**config.mk**
```make
export PLATFORM = sky130hd
export DESIGN_NAME = inst_fetch
export DESIGN_NICKNAME = d
export VERILOG_FILES = /design/src/rtl/inst_fetch.sv
export SDC_FILE = /design/constraint.sdc
export NUM_CORES = 1
export LEC_CHECK = 0
export CORE_MARGIN = 8
export CORE_UTILIZATION = 62
export CTS_BUF_LIST = sky130_fd_sc_hd__clkbuf_2
export CTS_CLUSTER_SIZE = 10
export DETAILED_ROUTE_END_ITERATION = 8
export PLACE_DENSITY = 0.89
export SYNTH_ARGS = -nofsm -noshare
export SYNTH_HDL_FRONTEND = slang
export SYNTH_SLANG_ARGS = --single-unit
```
**constraint.sdc**
```tcl
create_clock -name clock -period 7.2 [get_ports clock]
set_clock_uncertainty 0.1 [all_clocks]
set_input_delay 2.16 -clock clock [delete_from_list [all_inputs] [get_ports clock]]
set_output_delay 2.16 -clock clock [all_outputs]
set_load 0.005 [all_outputs]
```
**src/rtl/inst_fetch.sv**
```systemverilog
// ---------------------------------------------------------------------------
// inst_fetch
// Instruction fetch stage with a small FIFO fetch buffer in front of decode.
// A PC register addresses a combinational instruction ROM. Each fetched
// {pc, inst} pair is pushed into the buffer, and decode pops it from the head
// with a valid/ready handshake. A redirect flushes the buffer and reloads
// the PC with the word-aligned target.
//
// Ports
//   clock        in   sole clock, rising edge
//   resetn       in   asynchronous active-low reset
//   inst_addr    out  [31:0] fetch address to the ROM (straight from the PC)
//   inst_in      in   [31:0] ROM word for inst_addr, same cycle
//   redirect     in   flush and reload the PC
//   redirect_pc  in   [31:0] redirect target (low two bits ignored)
//   dec_valid    out  buffer head is valid
//   dec_ready    in   decode takes the head this cycle
//   dec_inst     out  [31:0] head instruction (0 when empty)
//   dec_pc       out  [31:0] head address (0 when empty)
//   level        out  [2:0] buffer occupancy, 0..DEPTH
// ---------------------------------------------------------------------------
module inst_fetch #(
    parameter logic [31:0] RESET_PC = 32'h0000_0000,
    parameter int          DEPTH    = 2
) (
    input  logic        clock,
    input  logic        resetn,
    output logic [31:0] inst_addr,
    input  logic [31:0] inst_in,
    input  logic        redirect,
    input  logic [31:0] redirect_pc,
    output logic        dec_valid,
    input  logic        dec_ready,
    output logic [31:0] dec_inst,
    output logic [31:0] dec_pc,
    output logic [2:0]  level
);

    localparam logic [2:0] DEPTH_L  = 3'(DEPTH);
    localparam logic [1:0] LAST_PTR = 2'(DEPTH - 1);

    // Storage is always sized for the largest legal DEPTH so that the 2-bit
    // pointers index it cleanly; only entries 0..DEPTH-1 are ever used.
    logic [31:0] buf_pc_r   [4];
    logic [31:0] buf_inst_r [4];
    logic [31:0] pc_r;
    logic [1:0]  head_r;
    logic [1:0]  tail_r;
    logic [2:0]  count_r;
    logic        pop_s;
    logic        fetch_s;
    logic        unused_low_bits_s;

    // Pointer advance with wrap at DEPTH (DEPTH=3 is not a power of two).
    function automatic logic [1:0] ptr_inc(input logic [1:0] p);
        if (p == LAST_PTR) begin
            return 2'd0;
        end else begin
            return p + 2'd1;
        end
    endfunction

    // The two low target bits are dropped by the word alignment.
    assign unused_low_bits_s = ^redirect_pc[1:0];

    // Handshake decode: a redirect suppresses both pop and fetch.
    always_comb begin
        pop_s   = (count_r != 3'd0) & dec_ready & ~redirect;
        fetch_s = ~redirect & ((count_r < DEPTH_L) | pop_s);
    end

    // PC, pointers and occupancy.
    always_ff @(posedge clock or negedge resetn) begin
        if (!resetn) begin
            pc_r    <= RESET_PC;
            head_r  <= 2'd0;
            tail_r  <= 2'd0;
            count_r <= 3'd0;
        end else if (redirect) begin
            pc_r    <= {redirect_pc[31:2], 2'b00};
            head_r  <= 2'd0;
            tail_r  <= 2'd0;
            count_r <= 3'd0;
        end else begin
            if (fetch_s) begin
                pc_r   <= pc_r + 32'd4;
                tail_r <= ptr_inc(tail_r);
            end
            if (pop_s) begin
                head_r <= ptr_inc(head_r);
            end
            case ({fetch_s, pop_s})
                2'b10:   count_r <= count_r + 3'd1;
                2'b01:   count_r <= count_r - 3'd1;
                default: count_r <= count_r;
            endcase
        end
    end

    // Buffer entry write at the tail; cleared on reset so no stale data
    // survives into a new run.
    always_ff @(posedge clock or negedge resetn) begin
        if (!resetn) begin
            for (int i = 0; i < 4; i++) begin
                buf_pc_r[i]   <= 32'h0000_0000;
                buf_inst_r[i] <= 32'h0000_0000;
            end
        end else if (fetch_s) begin
            buf_pc_r[tail_r]   <= pc_r;
            buf_inst_r[tail_r] <= inst_in;
        end
    end

    // Head presentation; zeroed when the buffer is empty.
    always_comb begin
        inst_addr = pc_r;
        level     = count_r;
        dec_valid = (count_r != 3'd0);
        if (count_r != 3'd0) begin
            dec_inst = buf_inst_r[head_r];
            dec_pc   = buf_pc_r[head_r];
        end else begin
            dec_inst = 32'h0000_0000;
            dec_pc   = 32'h0000_0000;
        end
    end

endmodule

```
---- Word level (Yosys, flattened, before mapping) ----
Index checks and enable logic that the tools add are counted.
Widths: inputs -> output; s select.
operators by class
  shift operators ......................... 0
  equality and inequality tests ........... 4
  order comparisons ....................... 4
  mux-type cells .......................... 22
  $add $sub $neg .......................... 5
  divide/modulo/power cells ............... 0
  reductions and logical operators ........ 5
  multiply operators ...................... 0
  bitwise logic cells ..................... 7
operator list
  kind                   number
  $mux 32                9
  $bwmux 128             2
  $bmux 32 s2            2
  $demux 32 s2           1
  $add 32x3->32 const B  1
  $mux 2                 6
  $eq 2x1->1 const B     3
  $ge 3x3->1 const B     2
  $not 2->3              2
  $pmux 3 s2             1
  $reduce_bool 3->1      2
  $add 2x1->2 const B    2
  $reduce_bool 2->1      2
  $add 3x1->3 const B    1
  $and 1x1->1            3
  $lt 3x1->1 const B     1
  $lt 3x2->1 const B     1
  $mux 3                 1
  $sub 3x1->3 const B    1
  $eq 2x2->1 const B     1
  $logic_and 1x1->1      1
  $not 1->1              1
  $or 1x1->1             1
word-level totals
  memory bits (writable) .................. 0
  ROM bits ................................ 0
  input bits .............................. 68
  memories kept ........................... 0
  latch bits .............................. 0
  output and inout port bits .............. 100
  register bits after elaboration ......... 295

---- Logic depth before layout (Yosys ltp) ----
  depth in word-level cells ............... 8
  mapped depth ............................ 9
  gate-level depth less buffers ........... 7

---- Worst setup path after synthesis ----
No wires, ideal clock.
  path kind ............................... flip-flop to output port
  start point ............................. register head_r[0]
  end point ............................... output dec_inst[10]
  data required time ...................... 4.940 ns
  path slack .............................. 3.258 ns
  path buffers ............................ 2
  stages on the path, launching flop included .. 5
  arrival time ............................ 1.682 ns
  path through ............................ dfrtp_1 -> clkbuf_1 -> buf_2 -> mux4_2 -> and2_1
between the ends
  word-level cells in the longest chain between the ends .. 5
ends and longest elaborated chain
  item                                        RTL line  RTL
  start, declared                             47        logic [1:0] head_r;
  start signal, assigned                      90        head_r <= ptr_inc(head_r);
  $not 2->3 (not written as such)             120       dec_inst = buf_inst_r[head_r];
  $bmux 32 s2                                 120
  $mux 32 (not written as such) (2 in a row)  120
  $mux 32                                     119       if (count_r != 3'd0) begin
  end, declared                               34        output logic [31:0] dec_inst,
Every way passes these cells. The select of a mux whose other input is x is not followed.

---- Final worst setup path ----
  start point ............................. register count_r[1] (netlist: level[1])
  end point ............................... output dec_inst[31]
between the ends
  word-level cells in the longest chain between the ends .. 2
ends and longest elaborated chain
  item                    RTL line  RTL
  start, declared         49        logic [2:0] count_r;
  start signal, assigned  93        2'b10: count_r <= count_r + 3'd1;
  start signal, assigned  94        2'b01: count_r <= count_r - 3'd1;
  start signal, assigned  95        default: count_r <= count_r;
  $reduce_bool 3->1       119
  $mux 32                 119
Every way passes these cells.

==> summary.md <==
| Metric | Value |
|---|---|
| Status | finished clean |
| CTS Hold Buffers Added | 0 |
| Setup bufs post-CTS | 0 |
| Number of cells produced by synthesis | 916 |
| Detailed-route wire length per cell | 20.76 um |
| Yosys cell types | 49 |
| P&R area growth vs syn | 17.80% |
| Vias per std cell | 5.929 |
| Post-cts resize count | 0 |
| Post-synth EDFFs | 0 |
| Register area | 7137 um2 |
| Crit path max fanout | 42 |
| Leakage | 0.006941 uW |
| Clock share of power | 0.217 |
| # fillers | 1,341 |
| Chip width | 163 um |
| WS Path Type | flip-flop to primary output |
| Die Y | 163 um |
| Clock tree buffer depth | 3 |
| Clock H-tree levels | 3 |
| WP data arrival | 3.39 ns |
| Vias | 8,431 |
| Clock-pin slew on the worst setup and hold paths | 0.10 ns |
| Slew Limit Fails | 0 |
| Final hold vios | 0 |
| Pint | 3789 uW |
| Initial antenna violation count | 1 |
| Drt total wl | 29,530 um |
| GR Util All Layers | 0.2326 |
| GR Overflow Total | 0 |
| Slew Limit Headroom | 0.2740 |
| Worst-Margin Slew | 1.089 ns |
| WHS | 0.3941 ns |
| Async set-or-reset flop fraction in the synthesized netlist | 1.000 |
| Number of global-route vias before repair | 9,481 |
| Register area share after synthesis | 0.5323 |
| Mean area per synthesized cell | 14.63 um2 |
| Setup-failing EPs final | 0 |
| Share of layout cells above drive strength 1 | 0.3866 |
| Final period utilization | 0.7850 |
| Switch Pwr | 1696 uW |
| IO Port Bufs | 161 |
| Placement Rows | 53 |
| Placed Cells | 1,292 |
| Seq pwr share | 0.413 |
| Detail Route Antenna Nets | 0 |
| 1st-pass router iterations | 6 |
| Top FF cell, synth | dfrtp_1 |
| Max-capacitance violation count | 0 |
| Starting density of the core | 0.6353 |
| Hold Path Class | flip-flop to flip-flop |
| Final worst slack | 1.548 ns |
| Nets | 1,164 |
| YS warnings | 0 |
| Tmin final | 5.652 ns |
| Skew-Pair Late Insertion Delay | 0.84 ns |
| Critical Path End Type | primary output |
| P per Cell Area | 347.5 nW/um2 |
| Final TNS setup | 0 ns |
| Fmax | 176.9 MHz |
| Core area | 21,090 um2 |
| Comb power frac | 0.370 |
| RePlAce Congestion | 0.7834 |
| Startpoint types | flip-flop |
| IO Pins | 168 |
| Dpl hpwl | 18,270 um |
| DP Worst Slack | 2.189 ns |
| Unrepaired setup endpoints after global routing | false |
| Worst path required time | 4.94 ns |
| Die ar. | 26,570 um2 |
| Synth Cell Area | 13,400 um2 |
| Fin cells | 1,422 |
| CTS tree | yes |
| Root Buffer | clkbuf_2 |
| Maximum number of pins on one net before global-route repair | 131 |
| Post-synthesis register bit count | 285 |
| First-pass GRT wire length | 48,840 um |
| Multi-input logic area | 5846 um2 |
| CTS sink cnt | 285 |
| Worst VDD drop | 232.7 uV |
| Residual DRC | 0 |
| Initial drt markers | 470 |
| Switching Fraction | 0.3092 |
| Number of clock buffers inserted by TritonCTS | 74 |
## metrics by stage
| stage | total power (uW) | utilization | area, um2 |
|---|---|---|---|
| 2_1_floorplan | 3462 | - | 13410 |
| 3_3_place_gp | 4282 | 0.7140 | 15060 |
| 3_5_place_dp | 4357 | 0.7140 | 15060 |
| 4_1_cts | 5559 | 0.7483 | 15780 |
| 5_1_grt | 5824 | 0.7484 | 15780 |
| 6_report | 5485 | 0.7484 | 15780 |
## layout by cell type, fill, tap and decap left out, types with 2 or more instances in the layout
cell type / instances
xor2_1: 14
nor3b_1: 3
a21oi_1: 2
ha_1: 3
and3_1: 3
mux4_2: 62
nor4b_4: 5
nand3_1: 11
dfrtp_1: 283
clkbuf_2: 108
nand4_1: 10
bufinv_16: 4
nor4_1: 5
conb_1: 4
inv_2: 2
nand2_1: 37
o21ai_1: 7
inv_1: 4
mux2_1: 17
o21ai_0: 23
nor4_4: 4
and4_1: 2
nor2b_1: 3
mux2_2: 231
buf_4: 11
xnor2_1: 17
nor2_1: 8
and2_1: 62
nor3_1: 7
clkinv_1: 15
clkdlybuf4s50_1: 159
## Yosys cell counts (all sizes together), types with 3 or more instances
cell | n | area share
nor3b | 3 | 0.0017
nand2 | 38 | 0.011
nor4 | 10 | 0.0090
nand4 | 11 | 0.0056
inv | 4 | 0.0011
clkbuf | 29 | 0.010
o21ai | 30 | 0.011
nor3 | 7 | 0.0026
and2 | 62 | 0.029
nor4b | 5 | 0.0089
nand3 | 12 | 0.0045
a21oi | 3 | 0.0020
and4 | 3 | 0.0021
xnor2 | 17 | 0.011
and3 | 4 | 0.0020
mux4 | 62 | 0.10
ha | 3 | 0.0028
dfrtp | 285 | 0.53
xor2 | 14 | 0.0092
nor2b | 3 | 0.0014
buf | 43 | 0.019
nor2 | 8 | 0.0022
mux2 | 248 | 0.21
## cell families (layout without fill, tap and decap cells)
group           after synthesis  after routing  share of synthesized area
compound gates               35             35                    0.01448
other cells                   1              5                  0.0002799
simple gates                171            171                    0.08246
mux                         311            311                     0.3134
fa+ha+maj                     3              3                   0.002802
xor+xnor                     31             31                    0.02027
buf+inv                      79            306                    0.03399
flops                       285            285                     0.5323
## cell type report
type	instances	share of cell area
antenna	1	0.0001586
clock buffer	108	0.03425
multi-input combinational	555	0.3704
inverter	4	0.0009513
timing repair buffer	173	0.1086
clock inverter	21	0.01165
tap	275	0.02180
sequential	285	0.4522
## flip-flops by register name, summed over array words and instances (netlist names)
| signal | cells |
|---|---|
| head_r | 2 |
| buf_inst_r | 128 |
| level | 3 |
| tail_r | 2 |
| buf_pc_r | 120 |
| inst_addr | 30 |
## metal layers
layer / routed length [um] / global-route usage / vias up
met2: 15000 / 0.3870 / 268
li1: - / - / 3707
met4: 784 / 0.1018 / 0
met1: 12120 / 0.2917 / 4394
met3: 1615 / 0.04778 / 62
met5: 0 / 0 / -
## final timing paths
check | slack (ns) | endpoint | cells after the start | start
max | 1.55 | dec_inst[31] | 6 | level[1]$_DFFE_PN0P_
min | 0.39 | buf_pc_r[69]$_DFFE_PN0P_ | 1 | buf_pc_r[69]$_DFFE_PN0P_
max reg2reg | 3.44 | buf_inst_r[70]$_DFFE_PN0P_ | 7 | level[1]$_DFFE_PN0P_
min reg2reg | 0.39 | buf_pc_r[69]$_DFFE_PN0P_ | 1 | buf_pc_r[69]$_DFFE_PN0P_
max in group asynchronous | 4.53 | buf_inst_r[93]$_DFFE_PN0P_ | 2 | resetn
min in group asynchronous | 1.26 | buf_pc_r[88]$_DFFE_PN0P_ | 1 | resetn
## critical path: stages (launching register included)
cell             delay (ns)
dfrtp_1                0.46
inv_1                  0.08
ha_1                   0.21
nand2b_2               0.65
buf_4                  0.42
and2_1                 0.21
clkdlybuf4s50_1        0.51
## power by group through the flow
| stage | logic, uW | registers [uW] | clock network, uW |
|---|---|---|---|
| 2_1_floorplan | 1310 | 2150 | 0 |
| 3_3_place_gp | 2010 | 2270 | 0 |
| 3_5_place_dp | 2060 | 2300 | 0 |
| 4_1_cts | 2070 | 2270 | 1220 |
| 5_1_grt | 2190 | 2330 | 1310 |
| 6_report | 2030 | 2270 | 1190 |
Note: power is estimated with default switching activity, not from simulation.
